<file path="src/rtl/lsu_pkg.sv">
// Shared encodings for the load/store unit controller: access types, FSM states
// and the supported-access check.
package lsu_pkg;

  localparam logic [2:0] F3_SB  = 3'b000;
  localparam logic [2:0] F3_SH  = 3'b001;
  localparam logic [2:0] F3_SW  = 3'b010;

  localparam logic [2:0] F3_LB  = 3'b000;
  localparam logic [2:0] F3_LH  = 3'b001;
  localparam logic [2:0] F3_LW  = 3'b010;
  localparam logic [2:0] F3_LBU = 3'b100;
  localparam logic [2:0] F3_LHU = 3'b101;

  typedef enum logic [1:0] {
    ST_IDLE  = 2'd0,
    ST_BEAT0 = 2'd1,
    ST_BEAT1 = 2'd2,
    ST_RESP  = 2'd3
  } lsu_state_e;

  function automatic logic f3_supported(input logic we, input logic [2:0] f3);
    if (we) begin
      return (f3 == F3_SB) || (f3 == F3_SH) || (f3 == F3_SW);
    end
    return (f3 == F3_LB) || (f3 == F3_LH) || (f3 == F3_LW) ||
           (f3 == F3_LBU) || (f3 == F3_LHU);
  endfunction

endpackage

</file>
<file path="src/rtl/lsu_align.sv">
// Byte-lane alignment for one access: byte enables and store data for both
// beats, split detection, and the shifted/extended load result.
module lsu_align
  import lsu_pkg::*;
(
  input  logic        we,
  input  logic [2:0]  funct3,
  input  logic [1:0]  off,
  input  logic [31:0] wdata,
  input  logic [31:0] rd0,
  input  logic [31:0] rd1,
  output logic        supported,
  output logic        split,
  output logic [3:0]  be_lo,
  output logic [3:0]  be_hi,
  output logic [31:0] wd_lo,
  output logic [31:0] wd_hi,
  output logic [31:0] load_data
);

  logic [7:0]  base_mask;
  logic [7:0]  mask8;
  logic [31:0] size_mask;
  logic [2:0]  size_bytes;
  logic [63:0] wd64;
  logic [31:0] rd_sh;

  always_comb begin
    supported = f3_supported(we, funct3);

    case (funct3[1:0])
      2'b00: begin
        base_mask  = 8'h01;
        size_mask  = 32'h0000_00FF;
        size_bytes = 3'd1;
      end
      2'b01: begin
        base_mask  = 8'h03;
        size_mask  = 32'h0000_FFFF;
        size_bytes = 3'd2;
      end
      default: begin
        base_mask  = 8'h0F;
        size_mask  = 32'hFFFF_FFFF;
        size_bytes = 3'd4;
      end
    endcase

    // off + size never exceeds 7, so a 3-bit sum is enough
    split = (({1'b0, off} + size_bytes) > 3'd4);
    mask8 = base_mask << off;
    be_lo = mask8[3:0];
    be_hi = mask8[7:4];

    wd64  = {32'h0, wdata & size_mask} << {off, 3'b000};
    wd_lo = wd64[31:0];
    wd_hi = wd64[63:32];

    rd_sh = 32'({rd1, rd0} >> {off, 3'b000});
    case (funct3)
      F3_LB:   load_data = {{24{rd_sh[7]}}, rd_sh[7:0]};
      F3_LH:   load_data = {{16{rd_sh[15]}}, rd_sh[15:0]};
      F3_LW:   load_data = rd_sh;
      F3_LBU:  load_data = {24'h0, rd_sh[7:0]};
      F3_LHU:  load_data = {16'h0, rd_sh[15:0]};
      default: load_data = 32'h0;
    endcase
  end

endmodule

</file>
<file path="src/rtl/lsu_ctrl.sv">
// Load/store controller: accepts one access at a time, splits misaligned
// accesses into two word beats and returns a one-cycle response pulse.
//
// state    | meaning
// ST_IDLE  | ready for a new access
// ST_BEAT0 | first (or only) memory beat outstanding
// ST_BEAT1 | second beat of a split access outstanding
// ST_RESP  | response pulse cycle
module lsu_ctrl
  import lsu_pkg::*;
#(
  parameter int ADDR_W = 32
) (
  input  logic              clk,
  input  logic              rst,
  input  logic              reqValid,
  output logic              reqReady,
  input  logic              reqWe,
  input  logic [2:0]        funct3,
  input  logic [ADDR_W-1:0] reqAddr,
  input  logic [31:0]       reqWdata,
  output logic              memReq,
  output logic              memWe,
  output logic [ADDR_W-1:0] memAddr,
  output logic [3:0]        memBe,
  output logic [31:0]       memWdata,
  input  logic              memAck,
  input  logic [31:0]       memRdata,
  output logic              rspValid,
  output logic [31:0]       rspData,
  output logic              rspErr
);

  lsu_state_e        state_q, state_d;
  logic              we_q, we_d;
  logic [2:0]        funct3_q, funct3_d;
  logic [1:0]        off_q, off_d;
  logic [31:0]       wdata_q, wdata_d;
  logic [31:0]       rd0_q, rd0_d;
  logic              mem_req_q, mem_req_d;
  logic              mem_we_q, mem_we_d;
  logic [ADDR_W-1:0] mem_addr_q, mem_addr_d;
  logic [3:0]        mem_be_q, mem_be_d;
  logic [31:0]       mem_wdata_q, mem_wdata_d;
  logic              rsp_valid_q, rsp_valid_d;
  logic [31:0]       rsp_data_q, rsp_data_d;
  logic              rsp_err_q, rsp_err_d;

  logic              sel_req;
  logic              a_we;
  logic [2:0]        a_funct3;
  logic [1:0]        a_off;
  logic [31:0]       a_wdata;
  logic [31:0]       a_rd0;
  logic [31:0]       a_rd1;
  logic              a_supported;
  logic              a_split;
  logic [3:0]        a_be_lo, a_be_hi;
  logic [31:0]       a_wd_lo, a_wd_hi;
  logic [31:0]       a_load_data;

  // The aligner sees the live request in IDLE and the captured one afterwards;
  // the beat being acknowledged feeds memRdata straight in.
  always_comb begin
    sel_req  = (state_q == ST_IDLE);
    a_we     = sel_req ? reqWe       : we_q;
    a_funct3 = sel_req ? funct3      : funct3_q;
    a_off    = sel_req ? reqAddr[1:0] : off_q;
    a_wdata  = sel_req ? reqWdata    : wdata_q;
    a_rd0    = (state_q == ST_BEAT0) ? memRdata : rd0_q;
    a_rd1    = (state_q == ST_BEAT1) ? memRdata : 32'h0;
  end

  lsu_align u_align (
    .we        (a_we),
    .funct3    (a_funct3),
    .off       (a_off),
    .wdata     (a_wdata),
    .rd0       (a_rd0),
    .rd1       (a_rd1),
    .supported (a_supported),
    .split     (a_split),
    .be_lo     (a_be_lo),
    .be_hi     (a_be_hi),
    .wd_lo     (a_wd_lo),
    .wd_hi     (a_wd_hi),
    .load_data (a_load_data)
  );

  assign reqReady = (state_q == ST_IDLE) && !rst;

  always_comb begin
    state_d     = state_q;
    we_d        = we_q;
    funct3_d    = funct3_q;
    off_d       = off_q;
    wdata_d     = wdata_q;
    rd0_d       = rd0_q;
    mem_req_d   = mem_req_q;
    mem_we_d    = mem_we_q;
    mem_addr_d  = mem_addr_q;
    mem_be_d    = mem_be_q;
    mem_wdata_d = mem_wdata_q;
    rsp_valid_d = 1'b0;
    rsp_data_d  = rsp_data_q;
    rsp_err_d   = rsp_err_q;

    case (state_q)
      ST_IDLE: begin
        if (reqValid && reqReady) begin
          we_d     = reqWe;
          funct3_d = funct3;
          off_d    = reqAddr[1:0];
          wdata_d  = reqWdata;
          if (a_supported) begin
            state_d     = ST_BEAT0;
            mem_req_d   = 1'b1;
            mem_we_d    = reqWe;
            mem_addr_d  = {reqAddr[ADDR_W-1:2], 2'b00};
            mem_be_d    = a_be_lo;
            mem_wdata_d = a_wd_lo;
          end else begin
            state_d     = ST_RESP;
            rsp_valid_d = 1'b1;
            rsp_err_d   = 1'b1;
            rsp_data_d  = 32'h0;
          end
        end
      end
      ST_BEAT0: begin
        if (memAck) begin
          rd0_d = memRdata;
          if (a_split) begin
            state_d     = ST_BEAT1;
            mem_addr_d  = mem_addr_q + ADDR_W'(4);
            mem_be_d    = a_be_hi;
            mem_wdata_d = a_wd_hi;
          end else begin
            state_d     = ST_RESP;
            mem_req_d   = 1'b0;
            rsp_valid_d = 1'b1;
            rsp_err_d   = 1'b0;
            rsp_data_d  = we_q ? 32'h0 : a_load_data;
          end
        end
      end
      ST_BEAT1: begin
        if (memAck) begin
          state_d     = ST_RESP;
          mem_req_d   = 1'b0;
          rsp_valid_d = 1'b1;
          rsp_err_d   = 1'b0;
          rsp_data_d  = we_q ? 32'h0 : a_load_data;
        end
      end
      default: begin
        state_d = ST_IDLE;
      end
    endcase
  end

  always_ff @(posedge clk) begin
    if (rst) begin
      state_q     <= ST_IDLE;
      we_q        <= 1'b0;
      funct3_q    <= 3'b000;
      off_q       <= 2'b00;
      wdata_q     <= 32'h0;
      rd0_q       <= 32'h0;
      mem_req_q   <= 1'b0;
      mem_we_q    <= 1'b0;
      mem_addr_q  <= '0;
      mem_be_q    <= 4'h0;
      mem_wdata_q <= 32'h0;
      rsp_valid_q <= 1'b0;
      rsp_data_q  <= 32'h0;
      rsp_err_q   <= 1'b0;
    end else begin
      state_q     <= state_d;
      we_q        <= we_d;
      funct3_q    <= funct3_d;
      off_q       <= off_d;
      wdata_q     <= wdata_d;
      rd0_q       <= rd0_d;
      mem_req_q   <= mem_req_d;
      mem_we_q    <= mem_we_d;
      mem_addr_q  <= mem_addr_d;
      mem_be_q    <= mem_be_d;
      mem_wdata_q <= mem_wdata_d;
      rsp_valid_q <= rsp_valid_d;
      rsp_data_q  <= rsp_data_d;
      rsp_err_q   <= rsp_err_d;
    end
  end

  assign memReq   = mem_req_q;
  assign memWe    = mem_we_q;
  assign memAddr  = mem_addr_q;
  assign memBe    = mem_be_q;
  assign memWdata = mem_wdata_q;
  assign rspValid = rsp_valid_q;
  assign rspData  = rsp_data_q;
  assign rspErr   = rsp_err_q;

endmodule
</file>
<file path="config.mk">
export PLATFORM = sky130hd
export DESIGN_NAME = lsu_ctrl
export DESIGN_NICKNAME = d
export VERILOG_FILES = /design/src/rtl/lsu_pkg.sv /design/src/rtl/lsu_align.sv /design/src/rtl/lsu_ctrl.sv
export SDC_FILE = /design/constraint.sdc
export NUM_CORES = 1
export LEC_CHECK = 0
export CAP_MARGIN = 20
export CORE_ASPECT_RATIO = 1.1
export CORE_UTILIZATION = 35
export CTS_CLUSTER_DIAMETER = 120
export DETAILED_ROUTE_END_ITERATION = 12
export PLACE_DENSITY_LB_ADDON = 0.2
export RECOVER_POWER = 25
export SYNTH_ARGS = -nofsm -noshare
export SYNTH_HDL_FRONTEND = slang
export SYNTH_SLANG_ARGS = --single-unit
</file>
<file path="constraint.sdc">
create_clock -name clk -period 10.75 [get_ports clk]
set_input_delay 2.15 -clock clk [delete_from_list [all_inputs] [get_ports clk]]
set_output_delay 2.15 -clock clk [all_outputs]
set_load 0.05 [all_outputs]
</file>
Yosys cells after proc, flatten, opt, wreduce, memory -nomap -nowiden
Cells that the tools add are included.
- output and inout bits: 105
- input port bits: 104
- word-level logic and storage cells: 110
- flip-flop bits (word level): 176
- add/sub/neg operators: 2
- bitwise logic cells: 1
- mux-type cells: 56
- equal/unequal tests: 14
- $lt $le $gt $ge: 1
- shift operators: 3
- reduce and logical (&&, ||, !) cells: 19
- operators with widths (kind ; number):
    32-bit 2-to-1 mux ; 17
    32-bit one-hot mux with 2 select lines ; 3
    32-bit one-hot mux with 5 select lines ; 1
    32-bit one-hot mux with 3 select lines ; 1
    32-bit by 5-bit left shift with 64-bit output ; 1
    64-bit by 5-bit >> shifter with 32-bit output ; 1
    32-bit by 3-bit adder with 32-bit output, second input constant ; 1
    32-bit bitwise AND ; 1
    1-bit 2-to-1 mux ; 17
    4-bit 2-to-1 mux ; 4
    4-bit one-hot mux with 2 select lines ; 2
    6-bit AND reduction ; 2
    2-bit 2-to-1 mux ; 5
    2-bit inequality test, second input constant ; 5
    1-bit one-hot mux with 3 select lines ; 3
    4-bit by 2-bit left shift with 8-bit output ; 1
    3-bit == test, second input constant ; 2
    2-bit one-hot mux with 3 select lines ; 1
    3-bit one-hot mux with 2 select lines ; 1
    3-bit AND reduction ; 2
    5-bit AND reduction ; 1
    2-bit by 1-bit == test with 1-bit output, second input constant ; 2
    2-bit zero test ; 2
    1-bit logical OR ; 4
    other kinds (13) ; 16

Depth between registers and ports, before layout
- word-level depth: 11
- gate-level depth with buffers: 16
- depth with buffers taken out: 12

By module
From an unflattened synthesis, not the netlist that was laid out.
- cell total of the unflattened synthesis: 1313
- area total of the unflattened synthesis: 10797.9 µm²
- by module, submodules not included (module ; cells an instance ; times used ; area each (µm²) ; seq. area each (µm²)):
    lsu_ctrl ; 1044 ; 1 ; 8534.4 ; 3483.3
    lsu_align ; 269 ; 1 ; 2263.4 ; 0.0

Least setup slack after synthesis
Ideal clock, no wire load.
- kind: input to register
- start: input port reqAddr[0]
- end: register mem_addr_q[31] (netlist: memAddr[31])
- arrival: 5.081 ns
- data required time: 10.676 ns
- setup time: 0.074 ns
- cell stages on the path: 11
- path buffers: 3
- setup slack: 5.595 ns
- cells stage by stage: mux2_2 > clkbuf_1 > buf_1 > ha_1 > inv_1 > fa_1 > nor2b_1 > or4b_1 > buf_2 > or4_1 > a31oi_1
- cells in the longest elaborated chain, start to end: 5
- RTL lines (what ; RTL line ; source):
    start, declared ; lsu_ctrl.sv:20 ; input logic [ADDR_W-1:0] reqAddr,
    2-bit 2-to-1 mux ; lsu_ctrl.sv:68 ; a_off = sel_req ? reqAddr[1:0] : off_q;
    2-bit by 3-bit adder with 3-bit output ; lsu_align.sv:50 ; split = (({1'b0, off} + size_bytes) > 3'd4);
    3-bit greater-than comparator ; lsu_align.sv:50 ;
    2-bit inequality test (no source line) ; - ;
    5-bit AND reduction (no source line) ; - ;
    end signal, assigned ; lsu_ctrl.sv:187 ; mem_addr_q <= mem_addr_d;
    end, declared ; lsu_ctrl.sv:42 ; logic [ADDR_W-1:0] mem_addr_q, mem_addr_d;
No other way between the ends.
A chain may end at the register's enable or synchronous reset.

Worst setup path in the final report
- start: input port rst
- end: output port reqReady
- cells in the longest elaborated chain, start to end: 2
- RTL lines (what ; RTL line ; source):
    start, declared ; lsu_ctrl.sv:15 ; input logic rst,
    1-bit zero test ; lsu_ctrl.sv:90 ; assign reqReady = (state_q == ST_IDLE) && !rst;
    1-bit logical AND ; lsu_ctrl.sv:90 ;
    end, declared ; lsu_ctrl.sv:17 ; output logic reqReady,
No other way between the ends.

==> impl_metrics.csv <==
group,metric,value,unit
outcome,status,"finished, violations left",
outcome,violations,"capacitance limit, slew limit",
finish,fin_nets,1488,
clock_network,clk_latency,430,ps
critical_path,critPathCaptureType,"primary output",
synth,synth_compound_area_share,25.70,%
timing,tns,0,ps
clock_network,clk_pin_slew_worst_paths,70,ps
timing,rsz0062_at_grt,"false",
route,routed-wl-met3,1862,microns
timing,relSlewSlack,-92.18,%
critical_path,rr_worst_depth,12,
finish,mostFrequentLayoutCell,"nand2_1",
timing,skew,13.36,ps
power,power_density,246.3,mW/mm^2
synth,ys_warn_count,0,
finish,final_cell_mix,"228 x nand2_1, 205 x clkdlybuf4s50_1, 174 x dfxtp_1",
clock_network,cts_resized,0,
floorplanning,start_util,35.71,%
floorplanning,io-pin-count,209,
power,peakVddDrop,0.1333,mV
finish,fin_cells,1752,
timing,hold_violations,0,
grt,antenna_found_initial,0,
critical_path,worst_ep_required_time,8600,ps
route,dr.pass1.iters,6,
floorplanning,core,0.02787,sq mm
place,port_buffers,206,
synth,ys.flop_type,"dfxtp_1",
grt,grt_overflow,0,
synth,yosys.area_share.xor_xnor,0.1760,%
critical_path,cp.arrival,4410,ps
grt,grt_pass1_vias,9541,
clock_network,post_cts_buffers,0,
clock_network,cts_max_level,4,
route,drtIter0Drc,1043,
place,dp.final_hpwl,24170,microns
place,globalplace.congestion,0.8950,
critical_path,reg2reg_to,"memAddr[28]$_SDFFE_PP0P_",
floorplanning,row_count,64,
timing,final-setup-viol-count,0,
route,met1Wirelength,15440,microns
synth,syn_avg_cell_area,7.954,sq um
timing,timing.fmax,152.4,MHz
finish,areaGrowthSynthToFinish,28.34,%
route,top_layer_used,"met4",
route,avgViaCountPerCell,5.886,
synth,synth_top_family_by_area,"compound AO/OA/AOI/OAI gates",
route,vias,10310,
floorplanning,die_w,162.8,microns
power,power,3.146,mW
synth,synth-seq-cells,174,
clock_network,cts.sinks,174,
grt,grtUsageTotal,23.98,%
timing,worst_pin_slew,2883,ps
synth,async_flop_share,0,%
floorplanning,die_area,0.02911,sq mm
route,drc,0,
route,route.met2.wl,17290,microns
finish,drive_above_1_share,6.695,%
synth,netlist_area,0.009951,sq mm
critical_path,crit_start,"rst",
synth,synthDistinctLibCells,74,
power,leakagePower,4.579,nW
synth,synthAdderAreaFrac,1.081,%
grt,grt_max_degree,83,
timing,period_share,61.04,%
min_path,hold_start,"wdata_q[18]$_SDFFE_PP0P_",
synth,synth-edff-count,0,
timing,post-route-min-period,6561,ps
clock_network,holdBufCountCts,0,
synth,yosysSeqAreaShare,35.01,%
min_path,hold_class,"register to register",
floorplanning,die_h,178.8,microns
critical_path,crit_type,"input port to primary output",
clock_network,clockBufferDepth,2,
grt,grt_pass1_wl,54320,microns
finish,diodes,0,
finish,utilization,45.83,%
clock_network,cts_tree,"built",
critical_path,worstSetupStartpointType,"input port",
synth,yosys.area_share.simple,20.27,%
route,post_drt_wl_per_cell,20.33,microns
critical_path,cp_max_fo,33,
synth,synth.area.mux_share,11.56,%
route,ant_nets,0,
route,drt-total-wl,35610,microns
run,max_cap_violations,3,
critical_path,reg2reg_from,"state_q[0]$_SDFFE_PP0P_",
critical_path,endpoint,"reqReady",
place,place_inst,1718,
critical_path,reg2reg_slack,5150,ps
timing,slew_violations,138,
synth,syn-instance-count,1251,
clock_network,numCtsBuffers,17,
clock_network,cts_root_buf,"clkbuf_16",
[power by group]
group | switching (mW) | internal, mW
combinational | 1.07 | 0.563
clock | 0.285 | 0.378
sequential | 0.0946 | 0.758
[area by class of cell]
type / count / area, sq um
fill: 2775 / 15100
timing repair buffer: 228 / 2213
tap: 363 / 454.2
clock buffer: 19 / 442.9
clock inverter: 13 / 172.7
sequential: 174 / 3483
multi-input combinational: 924 / 5888
inverter: 31 / 116.4
[cell families (layout without fill, tap and decap cells)]
| kind of cell | after synthesis | in the layout |
|---|---|---|
| muxes | 99 | 99 |
| and+or+nand+nor | 433 | 433 |
| other | 1 | 2 |
| adders and majority gates | 8 | 8 |
| xor gates and xnor gates | 2 | 2 |
| DFF | 174 | 174 |
| buffers and inverters | 154 | 291 |
| AOI/OAI and AO/OA | 380 | 380 |
[registers in the layout (all words and copies together) (netlist names)]
| signal | flops |
|---|---|
| memWdata | 32 |
| rd0_q | 32 |
| rspData | 32 |
| wdata_q | 32 |
| memAddr | 30 |
| memBe | 4 |
| funct3_q | 3 |
| off_q | 2 |
| state_q | 2 |
| memReq | 1 |
| memWe | 1 |
| rspErr | 1 |
| rspValid | 1 |
| we_q | 1 |
[critical path, stage by stage]
cell	delay [ps]
clkbuf_1	1270
nor2b_1	200
clkdlybuf4s50_1	790
[cells in the mapped netlist, types with 4 or more instances]
cell / count / area, sq um
o31ai_1: 30 / 225.2
nor4_1: 7 / 43.79
o21ai_0: 17 / 85.08
o2bb2ai_1: 15 / 131.4
nand3_1: 79 / 395.4
dfxtp_1: 174 / 3483
a211oi_1: 14 / 105.1
or2_2: 5 / 31.28
nand4_1: 15 / 93.84
a21oi_1: 115 / 575.6
buf_1: 17 / 63.81
and2_1: 6 / 37.54
o221ai_1: 8 / 70.07
a221oi_1: 17 / 148.9
nor2b_1: 13 / 81.33
o211ai_1: 21 / 157.7
and3b_1: 9 / 78.83
or3_1: 7 / 43.79
buf_2: 17 / 85.08
nand2_1: 228 / 855.8
o32ai_1: 8 / 70.07
and4_1: 4 / 35.03
ha_1: 7 / 87.58
clkbuf_1: 86 / 322.8
a32oi_1: 7 / 61.31
nor3_1: 16 / 80.08
and3_1: 7 / 43.79
mux4_2: 11 / 247.7
o22ai_1: 49 / 306.5
mux2i_1: 74 / 740.7
a22oi_1: 26 / 195.2
mux2_2: 13 / 146.4
nand2b_1: 4 / 25.02
nor2_1: 22 / 82.58
a31oi_1: 20 / 125.1
inv_1: 28 / 105.1
[through the flow]
step | area, sq um | worst slack [ps] | hold WS, ps
floorplan | 9955 | 5595 | 429.7
global placement | 12140 | 3979 | 437.2
detailed placement | 12150 | 3901 | 440.5
CTS | 12760 | 4348 | 452.5
global route | 12770 | 4021 | 468.0
finish | 12770 | 4189 | 451.6
[metal layers]
layer	GRT usage, %	up-vias
li1	-	4893
met1	31.15	4969
met2	40.07	394
met3	3.238	56
met4	9.346	0
met5	0	-
[worst min path at each step]
stage,end,cells past startpoint
detailed placement,wdata_q[18]$_SDFFE_PP0P_,2
finish,wdata_q[18]$_SDFFE_PP0P_,2
global placement,wdata_q[16]$_SDFFE_PP0P_,2
floorplan,wdata_q[16]$_SDFFE_PP0P_,2
CTS,wdata_q[18]$_SDFFE_PP0P_,2
global route,rd0_q[31]$_SDFFE_PP0P_,2
(Power assumes the default switching activity.)
